**config.mk**
```make
export PLATFORM = sky130hd
export DESIGN_NAME = lcd_scanout
export DESIGN_NICKNAME = d
export VERILOG_FILES = /design/src/rtl/lcd_pkg.sv /design/src/rtl/lcd_timing.sv /design/src/rtl/lcd_scanout.sv
export SDC_FILE = /design/constraint.sdc
export NUM_CORES = 1
export LEC_CHECK = 0
export BUFFER_PORTS_ARGS = -buffer_cell sky130_fd_sc_hd__buf_2
export CAP_MARGIN = 25
export CORE_MARGIN = 3
export CORE_UTILIZATION = 55
export CTS_CLUSTER_DIAMETER = 150
export CTS_CLUSTER_SIZE = 30
export DETAILED_ROUTE_END_ITERATION = 10
export GPL_TIMING_DRIVEN = 1
export MAX_ROUTING_LAYER = met4
export PLACE_DENSITY = 0.72
export SETUP_SLACK_MARGIN = 0.3
export SLEW_MARGIN = 20
export SYNTH_ARGS = -nofsm -noshare
export SYNTH_HDL_FRONTEND = slang
export SYNTH_SLANG_ARGS = --single-unit
```
**constraint.sdc**
```tcl
create_clock -name pixel_clock -period 3.4 [get_ports pixel_clock]
set_input_delay 0.68 -clock pixel_clock [delete_from_list [all_inputs] [get_ports pixel_clock]]
set_output_delay 0.68 -clock pixel_clock [all_outputs]
set_load 0.01 [all_outputs]
```
**src/rtl/lcd_pkg.sv**
```systemverilog
// Shared types, default 800x480 panel timing and the power-on palette ramp
// for the LCD scan-out engine.
package lcd_pkg;

   typedef struct packed {
      logic [7:0] r;
      logic [7:0] g;
      logic [7:0] b;
   } rgb_t;

   // Control tags travelling alongside a pixel fetch.
   typedef struct packed {
      logic de;
      logic hs;
      logic vs;
      logic fs;
   } tag_t;

   localparam int DEF_H_ACTIVE = 800;
   localparam int DEF_H_FP     = 40;
   localparam int DEF_H_SYNC   = 48;
   localparam int DEF_H_BP     = 40;
   localparam int DEF_V_ACTIVE = 480;
   localparam int DEF_V_FP     = 13;
   localparam int DEF_V_SYNC   = 3;
   localparam int DEF_V_BP     = 29;

   // Grey level for palette entry idx: the index bit pattern repeated to fill 8 bits.
   function automatic rgb_t grey_ramp(input int idx, input int width);
      logic [7:0] lvl;
      logic [7:0] idx_bits;
      idx_bits = 8'(idx);
      lvl      = '0;
      for (int k = 0; k < 8; k++) begin
         lvl[7-k] = idx_bits[width-1-(k%width)];
      end
      return '{r: lvl, g: lvl, b: lvl};
   endfunction

endpackage

```
**src/rtl/lcd_timing.sv**
```systemverilog
// Raster counters for the LCD engine: horizontal/vertical position, active
// window, raw (active-high) sync windows and the frame-origin tag.
module lcd_timing
   import lcd_pkg::*;
#(
   parameter int H_ACTIVE = DEF_H_ACTIVE,
   parameter int H_FP     = DEF_H_FP,
   parameter int H_SYNC   = DEF_H_SYNC,
   parameter int H_BP     = DEF_H_BP,
   parameter int V_ACTIVE = DEF_V_ACTIVE,
   parameter int V_FP     = DEF_V_FP,
   parameter int V_SYNC   = DEF_V_SYNC,
   parameter int V_BP     = DEF_V_BP
) (
   input  logic pixel_clock,
   input  logic pixel_reset,
   output logic active,
   output logic hsync,
   output logic vsync,
   output logic frame_tag
);

   localparam int H_TOTAL = H_ACTIVE + H_FP + H_SYNC + H_BP;
   localparam int V_TOTAL = V_ACTIVE + V_FP + V_SYNC + V_BP;
   localparam int HW      = $clog2(H_TOTAL);
   localparam int VW      = $clog2(V_TOTAL);

   logic [HW-1:0] sx_reg, sx_next;
   logic [VW-1:0] sy_reg, sy_next;

   always_ff @(posedge pixel_clock or negedge pixel_reset) begin
      if (!pixel_reset) begin
         sx_reg <= '0;
         sy_reg <= '0;
      end else begin
         sx_reg <= sx_next;
         sy_reg <= sy_next;
      end
   end

   always_comb begin
      sx_next = sx_reg + 1'b1;
      sy_next = sy_reg;
      if (32'(sx_reg) == H_TOTAL - 1) begin
         sx_next = '0;
         sy_next = (32'(sy_reg) == V_TOTAL - 1) ? '0 : sy_reg + 1'b1;
      end
   end

   // Comparisons are widened to 32 bits so a zero back porch cannot overflow the bound.
   assign active    = (32'(sx_reg) < H_ACTIVE) && (32'(sy_reg) < V_ACTIVE);
   assign hsync     = (32'(sx_reg) >= H_ACTIVE + H_FP) &&
                      (32'(sx_reg) <  H_ACTIVE + H_FP + H_SYNC);
   assign vsync     = (32'(sy_reg) >= V_ACTIVE + V_FP) &&
                      (32'(sy_reg) <  V_ACTIVE + V_FP + V_SYNC);
   assign frame_tag = (sx_reg == '0) && (sy_reg == '0);

endmodule

```
**src/rtl/lcd_scanout.sv**
```systemverilog
// LCD scan-out engine: fetches pixel indices from a double-buffered framebuffer,
// maps them through a writable palette and drives registered panel pins.
module lcd_scanout
   import lcd_pkg::*;
#(
   parameter int H_ACTIVE   = DEF_H_ACTIVE,
   parameter int H_FP       = DEF_H_FP,
   parameter int H_SYNC     = DEF_H_SYNC,
   parameter int H_BP       = DEF_H_BP,
   parameter int V_ACTIVE   = DEF_V_ACTIVE,
   parameter int V_FP       = DEF_V_FP,
   parameter int V_SYNC     = DEF_V_SYNC,
   parameter int V_BP       = DEF_V_BP,
   parameter bit HSYNC_POL  = 1'b0,
   parameter bit VSYNC_POL  = 1'b0,
   parameter int INDEX_W    = 4,
   parameter int RD_LATENCY = 1,
   parameter int ADDR_W     = $clog2(2*H_ACTIVE*V_ACTIVE)
) (
   input  logic               pixel_clock,
   input  logic               pixel_reset,
   input  logic               enable,
   input  logic               fb_select,
   output logic               fb_rd,
   output logic [ADDR_W-1:0]  fb_addr,
   input  logic [INDEX_W-1:0] fb_data,
   input  logic               pal_we,
   input  logic [INDEX_W-1:0] pal_addr,
   input  logic [23:0]        pal_data,
   output logic               frame_start,
   output logic               lcd_de,
   output logic               lcd_hsync,
   output logic               lcd_vsync,
   output logic [7:0]         lcd_red,
   output logic [7:0]         lcd_green,
   output logic [7:0]         lcd_blue
);

   localparam int                PAL_DEPTH = 2**INDEX_W;
   localparam logic [ADDR_W-1:0] BUF1_BASE = ADDR_W'(H_ACTIVE*V_ACTIVE);

   logic active, hsync_raw, vsync_raw, frame_tag;

   lcd_timing #(
      .H_ACTIVE (H_ACTIVE), .H_FP (H_FP), .H_SYNC (H_SYNC), .H_BP (H_BP),
      .V_ACTIVE (V_ACTIVE), .V_FP (V_FP), .V_SYNC (V_SYNC), .V_BP (V_BP)
   ) u_timing (
      .pixel_clock (pixel_clock),
      .pixel_reset (pixel_reset),
      .active      (active),
      .hsync       (hsync_raw),
      .vsync       (vsync_raw),
      .frame_tag   (frame_tag)
   );

   // ptr_reg is the address of the next active pixel; the buffer choice made at
   // the frame origin lives on in it for the rest of the frame.
   tag_t              tag_s0_reg;
   logic [ADDR_W-1:0] fb_addr_reg, ptr_reg, base_sel;

   assign base_sel = fb_select ? BUF1_BASE : '0;

   always_ff @(posedge pixel_clock or negedge pixel_reset) begin
      if (!pixel_reset) begin
         tag_s0_reg  <= '0;
         fb_addr_reg <= '0;
         ptr_reg     <= '0;
      end else begin
         tag_s0_reg <= '{de: active && enable, hs: hsync_raw, vs: vsync_raw, fs: frame_tag};
         if (frame_tag) begin
            fb_addr_reg <= base_sel;
            ptr_reg     <= base_sel + 1'b1;
         end else if (active) begin
            fb_addr_reg <= ptr_reg;
            ptr_reg     <= ptr_reg + 1'b1;
         end
      end
   end

   assign fb_rd   = tag_s0_reg.de;
   assign fb_addr = fb_addr_reg;

   tag_t pipe_reg [RD_LATENCY];
   tag_t tag_l;

   for (genvar gi = 0; gi < RD_LATENCY; gi++) begin : g_pipe
      tag_t src;
      if (gi == 0) begin : g_head
         assign src = tag_s0_reg;
      end else begin : g_tail
         assign src = pipe_reg[gi-1];
      end
      always_ff @(posedge pixel_clock or negedge pixel_reset) begin
         if (!pixel_reset) pipe_reg[gi] <= '0;
         else              pipe_reg[gi] <= src;
      end
   end

   assign tag_l = pipe_reg[RD_LATENCY-1];

   // Palette is a register file rather than RAM so reset can restore the grey ramp.
   rgb_t pal_reg [PAL_DEPTH];

   for (genvar gi = 0; gi < PAL_DEPTH; gi++) begin : g_pal
      always_ff @(posedge pixel_clock or negedge pixel_reset) begin
         if (!pixel_reset)                              pal_reg[gi] <= grey_ramp(gi, INDEX_W);
         else if (pal_we && pal_addr == INDEX_W'(gi))   pal_reg[gi] <= pal_data;
      end
   end

   rgb_t rgb_reg;
   logic de_reg, hsync_reg, vsync_reg, fs_reg;

   always_ff @(posedge pixel_clock or negedge pixel_reset) begin
      if (!pixel_reset) begin
         de_reg    <= 1'b0;
         hsync_reg <= ~HSYNC_POL;
         vsync_reg <= ~VSYNC_POL;
         fs_reg    <= 1'b0;
         rgb_reg   <= '0;
      end else begin
         de_reg    <= tag_l.de;
         hsync_reg <= tag_l.hs ~^ HSYNC_POL;
         vsync_reg <= tag_l.vs ~^ VSYNC_POL;
         fs_reg    <= tag_l.fs;
         rgb_reg   <= tag_l.de ? pal_reg[fb_data] : '0;
      end
   end

   assign lcd_de      = de_reg;
   assign lcd_hsync   = hsync_reg;
   assign lcd_vsync   = vsync_reg;
   assign frame_start = fs_reg;
   assign lcd_red     = rgb_reg.r;
   assign lcd_green   = rgb_reg.g;
   assign lcd_blue    = rgb_reg.b;

endmodule

```
==> flow_metrics.tcl <==
set metrics [dict create \
    outcome "finished, final reports clean" \
    synthTopCellsByCount "mux2_2 (385), dfrtp_1 (286), dfstp_2 (194)" \
    place_congestion 0.819 \
    cp_data_required_time_ns 3.84 \
    finalCritPeriodShare_pct 83.2 \
    arrival_ns 3.26 \
    final_core_util_pct 61.1 \
    post_cts_buffers 0 \
    grt_pass1_wl_mm 73.7 \
    wire_per_inst_um 23.6 \
    synth_cell_types 52 \
    cts_buffer_depth 3 \
    fill_cells 2987 \
    regArea_mm2 0.0123 \
    worst_slew_pin_slew_ns 1.00 \
    setup_violations 0 \
    cts_root_buf "clkbuf_16" \
    coreArea_mm2 0.0380 \
    fin_total_pwr_mw 12.8 \
    wl_mm 46.1 \
    slew_headroom_pct 33.3 \
    grt_max_degree 79 \
    die_w_um 204 \
    ant_nets 0 \
    crit_fanout 9 \
    yosys_warnings 0 \
    rows 71 \
    start_util_pct 56.4 \
    cts_sinks 480 \
    antenna_found_initial 9 \
    critPathMaxStageDelay_ns 0.49 \
    ioPinCount 86 \
    htreeDepth 1 \
    path_class "flip-flop to flip-flop" \
    ys_seq_area_share_pct 57.1 \
    synth_compound_area_share_pct 1.63 \
    yosysMostFrequentCell "mux2_2" \
    synth_top_area_share_pct 33.3 \
    cp-start-kind "flip-flop" \
    cts_buffers 19 \
    maxCapViolations 0 \
    layout-drive-gt1-share_pct 60.0 \
    fin_tns_setup_ns 0 \
    ys_ff_latch 480 \
    dieHeight_um 204 \
    max_freq_ghz 0.354 \
    final_nets 1466 \
    fin_ws_ns 0.573 \
    synth_enable_flop_cells 0 \
    p_per_area_mw_per_mm2 552 \
    max-vdd-ir-drop_v 0.000318 \
    finalCriticalPeriod_ns 2.83 \
    synth_top_family_by_area "multiplexers" \
    ys.flop_type "dfrtp_1" \
    netlist_area_mm2 0.0215 \
    cp_slowest_cell "dfrtp_1" \
    final_hold_viol_count 0 \
    routed_via_density 6.01 \
    num_vias 11700 \
    path_cells "or3_4, or4_4, or2_1, nand2_1, inv_1, ha_1, nand2_1, nor3_2, nand3_1, a21oi_1, o22a_1" \
    avgSynthCellArea_um2 15.4 \
    synth_nets 1434 \
    io_buffers 85 \
    power.leakage_nw 9.57 \
    path_clk_slew_ns 0.11 \
    grt_remaining_overflow 0 \
    endpoint_kind "flip-flop" \
    drtPass1Iterations 4 \
    dieArea_mm2 0.0414 \
    multi_input_area_mm2 0.00881 \
    fin_worst_skew_ns 0.0158 \
    synthMuxAreaShare_pct 32.8 \
    cts_tree "built" \
    path_common_cell "nand2_1" \
    yosys-top-cells-area "dfrtp_1 (33%), dfstp_2 (24%), mux2_2 (20%), mux4_2 (13%), clkbuf_1 (1.7%)" \
    rsz0062_at_grt "no" \
    grt_pass1_vias 12500 \
    slew_violations 0 \
    insertion_delay_ns 0.55 \
    dpl.hpwl_mm 26.9 \
    place_ws_ns 0.496 \
    async_flop_share_pct 100 \
    drt-initial-drc-count 640 \
    area_delta_synth_final_pct 8.19 \
    syn-instance-count 1390 \
    worstHoldPathType "primary input to async pin" \
    grtUsageTotal_pct 23.5 \
    whs_ns 0.0771 \
    synth_xor_area_share_pct 0.979 \
    synth.largest_area_cell "dfrtp_1" \
    yosys.area_share.adder_pct 0.408 \
    yosys.area_share.simple_pct 4.75 \
    drc 0 \
    largest_register_ffs 384 \
]
[routing by layer]
| layer | GRT usage [%] | vias up | routed length, µm |
|---|---|---|---|
| li1 | - | 5150 | - |
| met1 | 33.1 | 6366 | 20800 |
| met2 | 38.0 | 178 | 22900 |
| met3 | 2.98 | 39 | 1660 |
| met4 | 3.79 | 0 | 756 |
| met5 | - | - | 0 |
[power breakdown]
group	switching [mW]	leakage [nW]	total [mW]	internal [mW]
Combinational	0.788	3.71	2.29	1.51
Sequential	0.547	5.60	7.75	7.20
Clock	1.70	0.254	2.78	1.08
Total	3.03	9.57	12.8	9.79
[placed cells by master (no fill, tap or decap), drive strengths merged, types with 7 or more instances in the layout]
cell type	synthesis	final
and3	10	10
a31oi	12	12
nor2	36	36
dfstp	194	194
mux4	120	120
nand2	50	50
clkbuf	99	32
xnor2	9	9
mux2	385	385
buf	11	121
xor2	15	15
nand4	13	13
ha	7	7
nand2b	7	7
diode	0	8
o21ai	24	24
inv	13	14
and2	27	27
a21oi	8	8
dfrtp	286	286
nand3	16	16
or3	7	7
[final timing paths]
check,depth (start not counted),to,start,slack [ns]
worst max-delay path,11,ptr_reg[12]$_DFFE_PN0P_,u_timing.sx_reg[5]$_DFF_PN0_,0.57
worst min-delay path,1,pal_reg[368]$_DFFE_PN0P_,pixel_reset,0.08
worst max register to register,11,ptr_reg[12]$_DFFE_PN0P_,u_timing.sx_reg[5]$_DFF_PN0_,0.57
worst min register to register,1,lcd_vsync$_DFF_PN1_,pipe_reg[1]$_DFF_PN0_,0.35
max in group asynchronous,3,pal_reg[260]$_DFFE_PN1P_,pixel_reset,2.27
min in group pixel_clock,2,fb_rd$_DFF_PN0_,enable,0.33
[cell type report]
class,count,share of cell area [%]
clock buffers,32,2.26
clock inverters,1,0.0377
diodes,8,0.0862
well taps,511,2.75
repair buffers,121,3.94
flip-flops and latches,480,52.8
multi-input cells,787,37.9
inverters,13,0.210
[metrics by stage]
| step | std cells | area, µm² |
|---|---|---|
| 3_5_place_dp | 1912 | 22700 |
| 2_1_floorplan | 1390 | 21500 |
| 4_1_cts | 1945 | 23200 |
| 6_report | 1953 | 23200 |
| 5_1_grt | 1952 | 23200 |
| 3_3_place_gp | 1912 | 22700 |
[timing repair]
item                       4_1_cts  5_1_grt
gates resized for setup          0        1
hold buffers                     0        0
setup endpoints to repair        0        2
[cells by family after synthesis]
kind of cell / after synthesis
compound gates: 57
xor+xnor: 24
fa+ha+maj: 7
buf+inv: 123
flops: 480
mux: 506
simple gates: 193
[worst max-delay path: cells and delay by family (launching register included)]
family / cells / cell delay [ns]
compound gates: 2 / 0.29
fa+ha+maj: 1 / 0.22
buf+inv: 1 / 0.06
flops: 1 / 0.49
simple gates: 7 / 1.65
Note: power is estimated with default switching activity, not from simulation.
